### src/rtl/debug_seq_pkg.sv
// Shared definitions for the debug UART command sequencer: FSM state codes,
// frame opcodes and response bytes.
package debug_seq_pkg;

    typedef logic [2:0] state_t;

    localparam logic [2:0] ST_IDLE = 3'd0;
    localparam logic [2:0] ST_ADDR = 3'd1;
    localparam logic [2:0] ST_DATA = 3'd2;
    localparam logic [2:0] ST_BUS  = 3'd3;
    localparam logic [2:0] ST_RESP = 3'd4;

    localparam logic [7:0] OP_WRITE = 8'h01;
    localparam logic [7:0] OP_READ  = 8'h02;
    localparam logic [7:0] RSP_ACK  = 8'hAC;
    localparam logic [7:0] RSP_NAK  = 8'hEE;

    function automatic logic is_opcode(input logic [7:0] b);
        return (b == OP_WRITE) || (b == OP_READ);
    endfunction

endpackage

### src/rtl/debug_seq_wdt.sv
// Loadable down-counter that flags expiry when it reaches zero; used as the
// Wishbone cycle watchdog of the debug command sequencer.
module debug_seq_wdt #(
    parameter int unsigned WIDTH = 11
) (
    input  logic             clk,
    input  logic             rst_n,
    input  logic             load,
    input  logic [WIDTH-1:0] value,
    input  logic             dec,
    output logic             expired
);

    logic [WIDTH-1:0] count;

    // Saturates at zero so a held-off bus cycle keeps reporting expiry.
    always_ff @(posedge clk or negedge rst_n) begin
        if (!rst_n) begin
            count <= '0;
        end else if (load) begin
            count <= value;
        end else if (dec && (count != '0)) begin
            count <= count - 1'b1;
        end
    end

    assign expired = (count == '0);

endmodule

### src/rtl/debug_cmd_sequencer.sv
// Debug UART byte stream to Wishbone master: parses read/write frames, runs one
// classic bus cycle per frame and returns ACK/NAK plus read data. Optional bus
// timeout is enabled with DEBUG_SEQ_TIMEOUT_EN.
module debug_cmd_sequencer
    import debug_seq_pkg::*;
#(
    parameter int unsigned TIMEOUT_CYCLES = 1024
) (
    input  logic        core_clk,
    input  logic        core_rstn,
    input  logic [7:0]  rx_data,
    input  logic        rx_valid,
    output logic        rx_ready,
    output logic [7:0]  tx_data,
    output logic        tx_valid,
    input  logic        tx_ready,
    output logic [31:0] wb_adr_o,
    output logic [31:0] wb_dat_o,
    input  logic [31:0] wb_dat_i,
    output logic [3:0]  wb_sel_o,
    output logic        wb_we_o,
    output logic        wb_cyc_o,
    output logic        wb_stb_o,
    input  logic        wb_ack_i,
    output logic        busy,
    output logic        err
);

    state_t      state;
    logic        is_write;
    logic [1:0]  byte_cnt;
    logic [31:0] rdata;
    logic [2:0]  tx_left;
    logic        rx_fire;
    logic        tx_fire;
    logic        ack_take;
    logic        timeout_hit;
    logic        frame_done;
    logic        bus_end;

    // Byte streams: a byte moves only on a cycle where valid and ready are both
    // high; tx_valid/tx_data are registered and hold until tx_ready accepts.
    assign rx_ready = (state == ST_IDLE) || (state == ST_ADDR) || (state == ST_DATA);
    assign busy     = (state != ST_IDLE);
    assign rx_fire  = rx_valid & rx_ready;
    assign tx_fire  = tx_valid & tx_ready;
    assign ack_take = wb_ack_i & wb_stb_o;

    assign frame_done = rx_fire && (byte_cnt == 2'd3) &&
                        (((state == ST_ADDR) && !is_write) || (state == ST_DATA));
    assign bus_end    = (state == ST_BUS) && (ack_take || timeout_hit);

`ifdef DEBUG_SEQ_TIMEOUT_EN
    localparam int unsigned TMO_W = $clog2(TIMEOUT_CYCLES + 1);

    logic tmo_expired;

    // Reloaded outside BUS; expires on the last permitted BUS cycle.
    debug_seq_wdt #(
        .WIDTH(TMO_W)
    ) u_wdt (
        .clk    (core_clk),
        .rst_n  (core_rstn),
        .load   (state != ST_BUS),
        .value  (TMO_W'(TIMEOUT_CYCLES - 1)),
        .dec    (state == ST_BUS),
        .expired(tmo_expired)
    );

    assign timeout_hit = (state == ST_BUS) & tmo_expired;
`else
    logic unused_timeout;
    assign unused_timeout = (TIMEOUT_CYCLES == 0);
    assign timeout_hit    = 1'b0;
`endif

    always_ff @(posedge core_clk or negedge core_rstn) begin
        if (!core_rstn) begin
            state    <= ST_IDLE;
            is_write <= 1'b0;
            byte_cnt <= 2'd0;
            wb_adr_o <= 32'h0;
            wb_dat_o <= 32'h0;
            rdata    <= 32'h0;
            tx_left  <= 3'd0;
            tx_valid <= 1'b0;
            tx_data  <= 8'h00;
            err      <= 1'b0;
        end else begin
            case (state)
                ST_IDLE: begin
                    if (rx_fire) begin
                        if (is_opcode(rx_data)) begin
                            is_write <= (rx_data == OP_WRITE);
                            byte_cnt <= 2'd0;
                            err      <= 1'b0;
                            state    <= ST_ADDR;
                        end else begin
                            err      <= 1'b1;
                            tx_valid <= 1'b1;
                            tx_data  <= RSP_NAK;
                            tx_left  <= 3'd0;
                            state    <= ST_RESP;
                        end
                    end
                end
                ST_ADDR: begin
                    if (rx_fire) begin
                        wb_adr_o <= {wb_adr_o[23:0], rx_data};
                        byte_cnt <= byte_cnt + 2'd1;
                        if (byte_cnt == 2'd3) begin
                            state <= is_write ? ST_DATA : ST_BUS;
                        end
                    end
                end
                ST_DATA: begin
                    if (rx_fire) begin
                        wb_dat_o <= {wb_dat_o[23:0], rx_data};
                        byte_cnt <= byte_cnt + 2'd1;
                        if (byte_cnt == 2'd3) begin
                            state <= ST_BUS;
                        end
                    end
                end
                ST_BUS: begin
                    // Ack has priority over a timeout landing in the same cycle.
                    if (ack_take) begin
                        tx_valid <= 1'b1;
                        tx_data  <= RSP_ACK;
                        state    <= ST_RESP;
                        if (!is_write) begin
                            rdata   <= wb_dat_i;
                            tx_left <= 3'd4;
                        end else begin
                            tx_left <= 3'd0;
                        end
                    end else if (timeout_hit) begin
                        err      <= 1'b1;
                        tx_valid <= 1'b1;
                        tx_data  <= RSP_NAK;
                        tx_left  <= 3'd0;
                        state    <= ST_RESP;
                    end
                end
                ST_RESP: begin
                    if (tx_fire) begin
                        if (tx_left == 3'd0) begin
                            tx_valid <= 1'b0;
                            tx_data  <= 8'h00;
                            state    <= ST_IDLE;
                        end else begin
                            tx_data <= rdata[31:24];
                            rdata   <= {rdata[23:0], 8'h00};
                            tx_left <= tx_left - 3'd1;
                        end
                    end
                end
                default: state <= ST_IDLE;
            endcase
        end
    end

    // Bus controls are registered so cyc/stb/we/sel change together.
    always_ff @(posedge core_clk or negedge core_rstn) begin
        if (!core_rstn) begin
            wb_cyc_o <= 1'b0;
            wb_stb_o <= 1'b0;
            wb_sel_o <= 4'h0;
            wb_we_o  <= 1'b0;
        end else if (frame_done) begin
            wb_cyc_o <= 1'b1;
            wb_stb_o <= 1'b1;
            wb_sel_o <= 4'hF;
            wb_we_o  <= is_write;
        end else if (bus_end) begin
            wb_cyc_o <= 1'b0;
            wb_stb_o <= 1'b0;
            wb_sel_o <= 4'h0;
            wb_we_o  <= 1'b0;
        end
    end

endmodule

### config.mk
export PLATFORM = sky130hd
export DESIGN_NAME = debug_cmd_sequencer
export DESIGN_NICKNAME = d
export VERILOG_FILES = /design/src/rtl/debug_seq_pkg.sv /design/src/rtl/debug_seq_wdt.sv /design/src/rtl/debug_cmd_sequencer.sv
export SDC_FILE = /design/constraint.sdc
export NUM_CORES = 1
export LEC_CHECK = 0
export ABC_AREA = 1
export CORE_MARGIN = 2
export CORE_UTILIZATION = 50
export DETAILED_ROUTE_END_ITERATION = 16
export PLACE_DENSITY = 0.91
export SYNTH_ARGS = -nofsm -noshare
export SYNTH_HDL_FRONTEND = slang
export SYNTH_SLANG_ARGS = --single-unit
### constraint.sdc
create_clock -name core_clk -period 3.15 [get_ports core_clk]
set_clock_uncertainty 0.15 [all_clocks]
set_input_delay 0.7875 -clock core_clk [delete_from_list [all_inputs] [get_ports core_clk]]
set_output_delay 0.7875 -clock core_clk [all_outputs]
set_load 0.01 [all_outputs]
==> run metrics, run 1 <==
status finished, final reports clean; WP data arrival 2.02 ns; vias in the first global route 4598; VDD IR max between 0.0004 and 0.0005 V; Yosys reg bits 117; Post-Syn Instances slightly above 600; Ys Warns 0; layout cell share with drive strength beyond 1 0.115; Layout Nets around 800; Cell Rows 37; commonest non-fill, non-tap cell in the layout nand2_1; FF-to-FF End rdata[23]; minimum clock period 2.96 ns; IO Pins 128; syn nets 663; Slowest cell on crit path clkdlybuf4s50_1; FF-to-FF Start tx_left[0]; critical path's largest stage delay 0.54 ns; first-pass GRT wire length 21800 um; dpl ws 0.610 ns; drt total wl approximately 14000 um; Final HPWL DP 9430 um; unrepaired setup endpoints after global routing no; post-route ant nets 0; Setup Viol. Count Final 0; cell count of the worst reg-to-reg path 10; TritonCTS clock tree built; clk root buf clkbuf_8; # DRC 0; Crit. Startpoint state[0]; routed vias/inst 5.19; Synth top area share 0.551; Hold Crit Class reg2reg; Slew Viols, Final 0; Die Span Y between 100 and 150 um; Setup crit end kind primary output; Starting Density 0.514; crit-path cells inv_1 > nand2_1 > nor2_1 > inv_1 > clkdlybuf4s50_1; clk sink count 117; max-cap viol count 0; Achievable Freq 338 MHz; clock slew at reported path FFs 0.06 ns; Wirelength per Cell roughly 15 um; Avg Inst Size Synth 8.63 um2; area of the multi-input gates 1950 um2; Final period util 0.938; Hold Path Stages 2; crit-path max FO 4; Syn-to-layout area delta 36.8%; PwrDens 857 nW/um2; CTS Buffer Depth 2; post-route setup TNS 0 ns; initial antenna violation count 0; htree depth 4; Distinct cells, synth 26; kind of critical path reg2out; filler cell count between 700 and 800; Tot Pwr 6230 uW; largest net degree at the start of global routing 57; GRT Util Overall 0.245; most frequent cells in the layout nand2_1 (221), clkdlybuf4s50_1 (126), dfrtp_1 (117), inv_1 (56), o21ai_0 (54); Seq/Total Area, Yosys 0.551; Leak 0.00362 uW; DIE AREA 11500 um2; DR pass1 iterations 5; die width 107 um; register area 2930 um2; CTS buffer count 17; gpl congestion 0.900; # diodes 0; drt first-iter violations 246; core area between 10000 and 15000 um2; DR vias about 4600; synthesized cell area 5310 um2; Hold Crit Start tx_left[1]; I/O Buffers 127; Rel. slew slack 0.597; Req. time, crit path 2.21 ns; Final Hold Vio Count 0; Worst Tran Pin Value roughly 0.6 ns; Final WS setup 0.195 ns; Worst Hold End tx_left[1]; flop-to-flop setup slack 0.98 ns; Synth area leader dfrtp_1; CP Launch Type flop; grt total ovfl 0; setup bufs post-CTS 0; CP most frequent cell inv_1; synth top area cells dfrtp_1 (55%), nand2_1 (16%), o21ai_0 (5.1%), inv_1 (4.0%), o21ai_2 (3.8%); clk_lat worst skew 0.51 ns
## cells in the mapped netlist
library cell and number:
nor4_1 1, o21ai_0 54, nor3_1 3, mux2_2 8, inv_1 56, inv_2 3, buf_6 7, nand2_2 1
nand2_4 1, a21oi_1 11, nor2_4 3, ha_1 3, nor2_1 19, nand4_1 9, o21ai_2 23, dfrtp_1 117
o21bai_1 1, nand3_1 40, buf_4 6, nor2_8 1, nor2_2 2, clkbuf_1 14, nand2_1 221, buf_2 8
xor2_1 1, o21ai_1 2
## critical path, delay by kind of cell, from the launching register on
family / cells / cell delay, ns
simple gates: 2 / 0.35
flops: 1 / 0.42
buf+inv: 3 / 0.74
## metrics by stage
stage	util	hold WS, ns	cells	cell area [um2]
2_1_floorplan	-	0.292	615	5310
3_3_place_gp	0.645	0.307	854	6660
3_5_place_dp	0.645	0.309	854	6660
4_1_cts	0.703	0.323	887	7260
5_1_grt	0.703	0.353	887	7260
6_report	0.703	0.322	887	7260
## area by class of cell
type / count / share of cell area
clock inverter: 14 / 0.0245
clock buffer: 18 / 0.0575
timing repair buffer: 139 / 0.193
tap: 136 / 0.0234
inverter: 59 / 0.0305
multi-input combinational: 404 / 0.268
sequential: 117 / 0.403
## registers in the layout (all words and copies together), names as in the netlist
register / flops
tx_data: 8
tx_left: 3
is_write: 1
wb_adr_o: 32
tx_valid: 1
byte_cnt: 2
wb_sel_o: 1
wb_dat_o: 32
state: 3
wb_we_o: 1
rdata: 32
err: 1
## how the worst max path moves through the flow
stage          slack (ns)         end
2_1_floorplan        1.14  tx_data[1]
3_3_place_gp         0.65   rdata[21]
3_5_place_dp         0.61    state[2]
4_1_cts              0.21        busy
5_1_grt              0.12        busy
6_report             0.19        busy
## power by group
part           leakage, uW  internal, uW  switching [uW]
Clock             0.000290          1210             714
Combinational      0.00181           887            1240
Sequential         0.00152          1910             253
Total              0.00362          4010            2210
## metal layers
metal / track usage / vias up / wire length, um
met5: 0 / - / 0
met4: 0.104 / 0 / 376
met2: 0.414 / 159 / 7110
li1: - / 2188 / -
met1: 0.297 / 2227 / 5510
met3: 0.0632 / 32 / 655
## cell families (layout without fill, tap and decap cells)
group / count (synthesis) / in the layout / synth area share
muxes: 8 / 8 / 0.0170
buffers and inverters: 94 / 230 / 0.0825
xor gates and xnor gates: 1 / 1 / 0.00165
adders and majority gates: 3 / 3 / 0.00707
and+or+nand+nor: 301 / 301 / 0.238
AOI/OAI and AO/OA: 91 / 91 / 0.103
DFF: 117 / 117 / 0.551
## repair_timing
item	in CTS	in global routing
hold buffers	1	0
resized for setup	0	0
endpoints found under the hold margin	14	0
Note: power is estimated with default switching activity, not from simulation.
==> inputs of run 2 (changes only) <==
Settings changed: CORE_UTILIZATION 50 to 40, PLACE_DENSITY 0.91 to 0.78.
Clock period 3.15 ns to 3.6 ns, I/O delays scaled along.
==> run 2 against run 1 <==
  * Critical path depth is the same
  * Highest routed layer unchanged
  * Setup slack gained 0.44 ns
  * Sequential share of layout area is essentially flat
  * Utilization shrank 15 points
==> run metrics, run 2 (synthesized netlist as in run 1, its figures left out) <==
CP most frequent cell inv_1; crit-path max FO 4; filler cell count 1173; core area ~13000 um2; CTS resizes 0; clk root buf clkbuf_16; Regs by FF count rdata (32), wb_adr_o (32), wb_dat_o (32); Die Span Y between 100 and 150 um; Starting Density 0.406; largest net degree at the start of global routing 66; register area 2930 um2; Req. time, crit path approximately 2.6 ns; Setup crit end kind primary output; CP Launch Type flop; minimum clock period 2.96 ns; cell count of the worst reg-to-reg path 7; IO Pins 128; Slowest cell on crit path clkdlybuf4s50_1; clk sink count ~120; Syn-to-layout area delta 36.8%; Hold Crit Class reg2reg; Leak 0.00360 uW; DIE AREA approximately 14000 um2; area of the multi-input gates roughly 2000 um2; Rel. slew slack 0.547; drt total wl 12300 um; met3 routed WL between 800 and 900 um; most frequent cells in the layout nand2_1 (221), clkdlybuf4s50_1 (126), dfrtp_1 (117), inv_1 (56), o21ai_0 (54); Cell Rows between 40 and 50; drt first-iter violations approximately 400; first-pass GRT wire length 20300 um; grt total ovfl 0; htree depth 4; max-cap viol count 0; met1 WL around 5700 um; # DRC 0; post-route ant nets 0; FF-to-FF Start state[2]; layout cell share with drive strength beyond 1 0.109; Top Layer Used met4; vias in the first global route 4130; die width about 120 um; Crit. Startpoint state[0]; initial antenna violation count 0; unrepaired setup endpoints after global routing no; Final HPWL DP 8490 um; routed vias/inst 4.75; post-route setup TNS 0 ns; DR vias 4374; gpl congestion 0.819; Setup Viol. Count Final 0; placed inst area 6660 um2; WP data arrival between 1.5 and 2 ns; I/O Buffers about 130; flop-to-flop setup slack 1.22 ns; Layout Nets 781; Hold Buf Count CTS 0; setup bufs post-CTS 0; CTS buffer count 17; met2 WL post-DR 5650 um; design area 7260 um2; worst path bufs/invs 3; Worst Tran Pin Value 0.680 ns; Wirelength per Cell 13.4 um; GRT Util Overall 0.182; status finished, final reports clean; TritonCTS clock tree built; WP depth 5; Final Hold Vio Count 0; crit-path cells inv_1 > nand2_1 > nor2_1 > inv_1 > clkdlybuf4s50_1; commonest non-fill, non-tap cell in the layout nand2_1; Slew Viols, Final 0; Top Family by Delay on Critical Path buffers and inverters; DR pass1 iterations 5; clock slew at reported path FFs about 0.06 ns; Critical Path Sink busy; Hold Slack 0.325 ns; Achievable Freq between 300 and 400 MHz; VDD IR max 0.000438 V; Final period util 0.823; clk_lat worst skew 0.41 ns; FF-to-FF End tx_left[0]; critical path's largest stage delay 0.48 ns; kind of critical path reg2out; Finished Core Util 0.555; PwrDens 741 nW/um2; Tot Pwr 5380 uW; CTS Buffer Depth 2; # diodes 0
## run 2: routing by layer
| layer | global-route usage | vias up |
|---|---|---|
| met1 | 0.253 | 2018 |
| met4 | 0.0603 | 0 |
| li1 | - | 2184 |
| met2 | 0.280 | 159 |
| met5 | 0 | - |
| met3 | 0.0465 | 13 |
## run 2: worst min path at each step
stage | startpoint | end | depth (start not counted)
after global routing | tx_left[1] | tx_left[1] | 2
after detailed placement | tx_left[1] | tx_left[1] | 2
final | tx_left[1] | tx_left[1] | 2
after global placement | wb_dat_o[28] | wb_dat_o[28] | 2
after CTS | tx_left[1] | tx_left[1] | 2
after floorplan | tx_left[0] | tx_left[0] | 2
## run 2: tightest hold or removal path, cell delays in order, from the launching register on
cell and delay, ns:
dfrtp_1 0.34, nand2_1 0.05, nand2_1 0.05
## run 2: stage by stage
step | setup slack [ns] | instances
global placement | 0.768 | 890
floorplan | 1.47 | 615
finish | 0.637 | 921
detailed placement | 0.722 | 890
CTS | 0.617 | 921
global route | 0.503 | 921
## run 2: cell type report
cell class / count / area share
inverters: 59 / 0.0305
clock buffers: 21 / 0.0648
multi-input cells: 404 / 0.268
flip-flops and latches: 117 / 0.403
repair buffers: 134 / 0.185
clock inverters: 10 / 0.0177
well taps: 176 / 0.0303
## run 2: power by group
part,total [uW],switching [uW],internal [uW]
clock,1710,576,1130
sequential,1890,216,1680
combinational,1780,1020,765
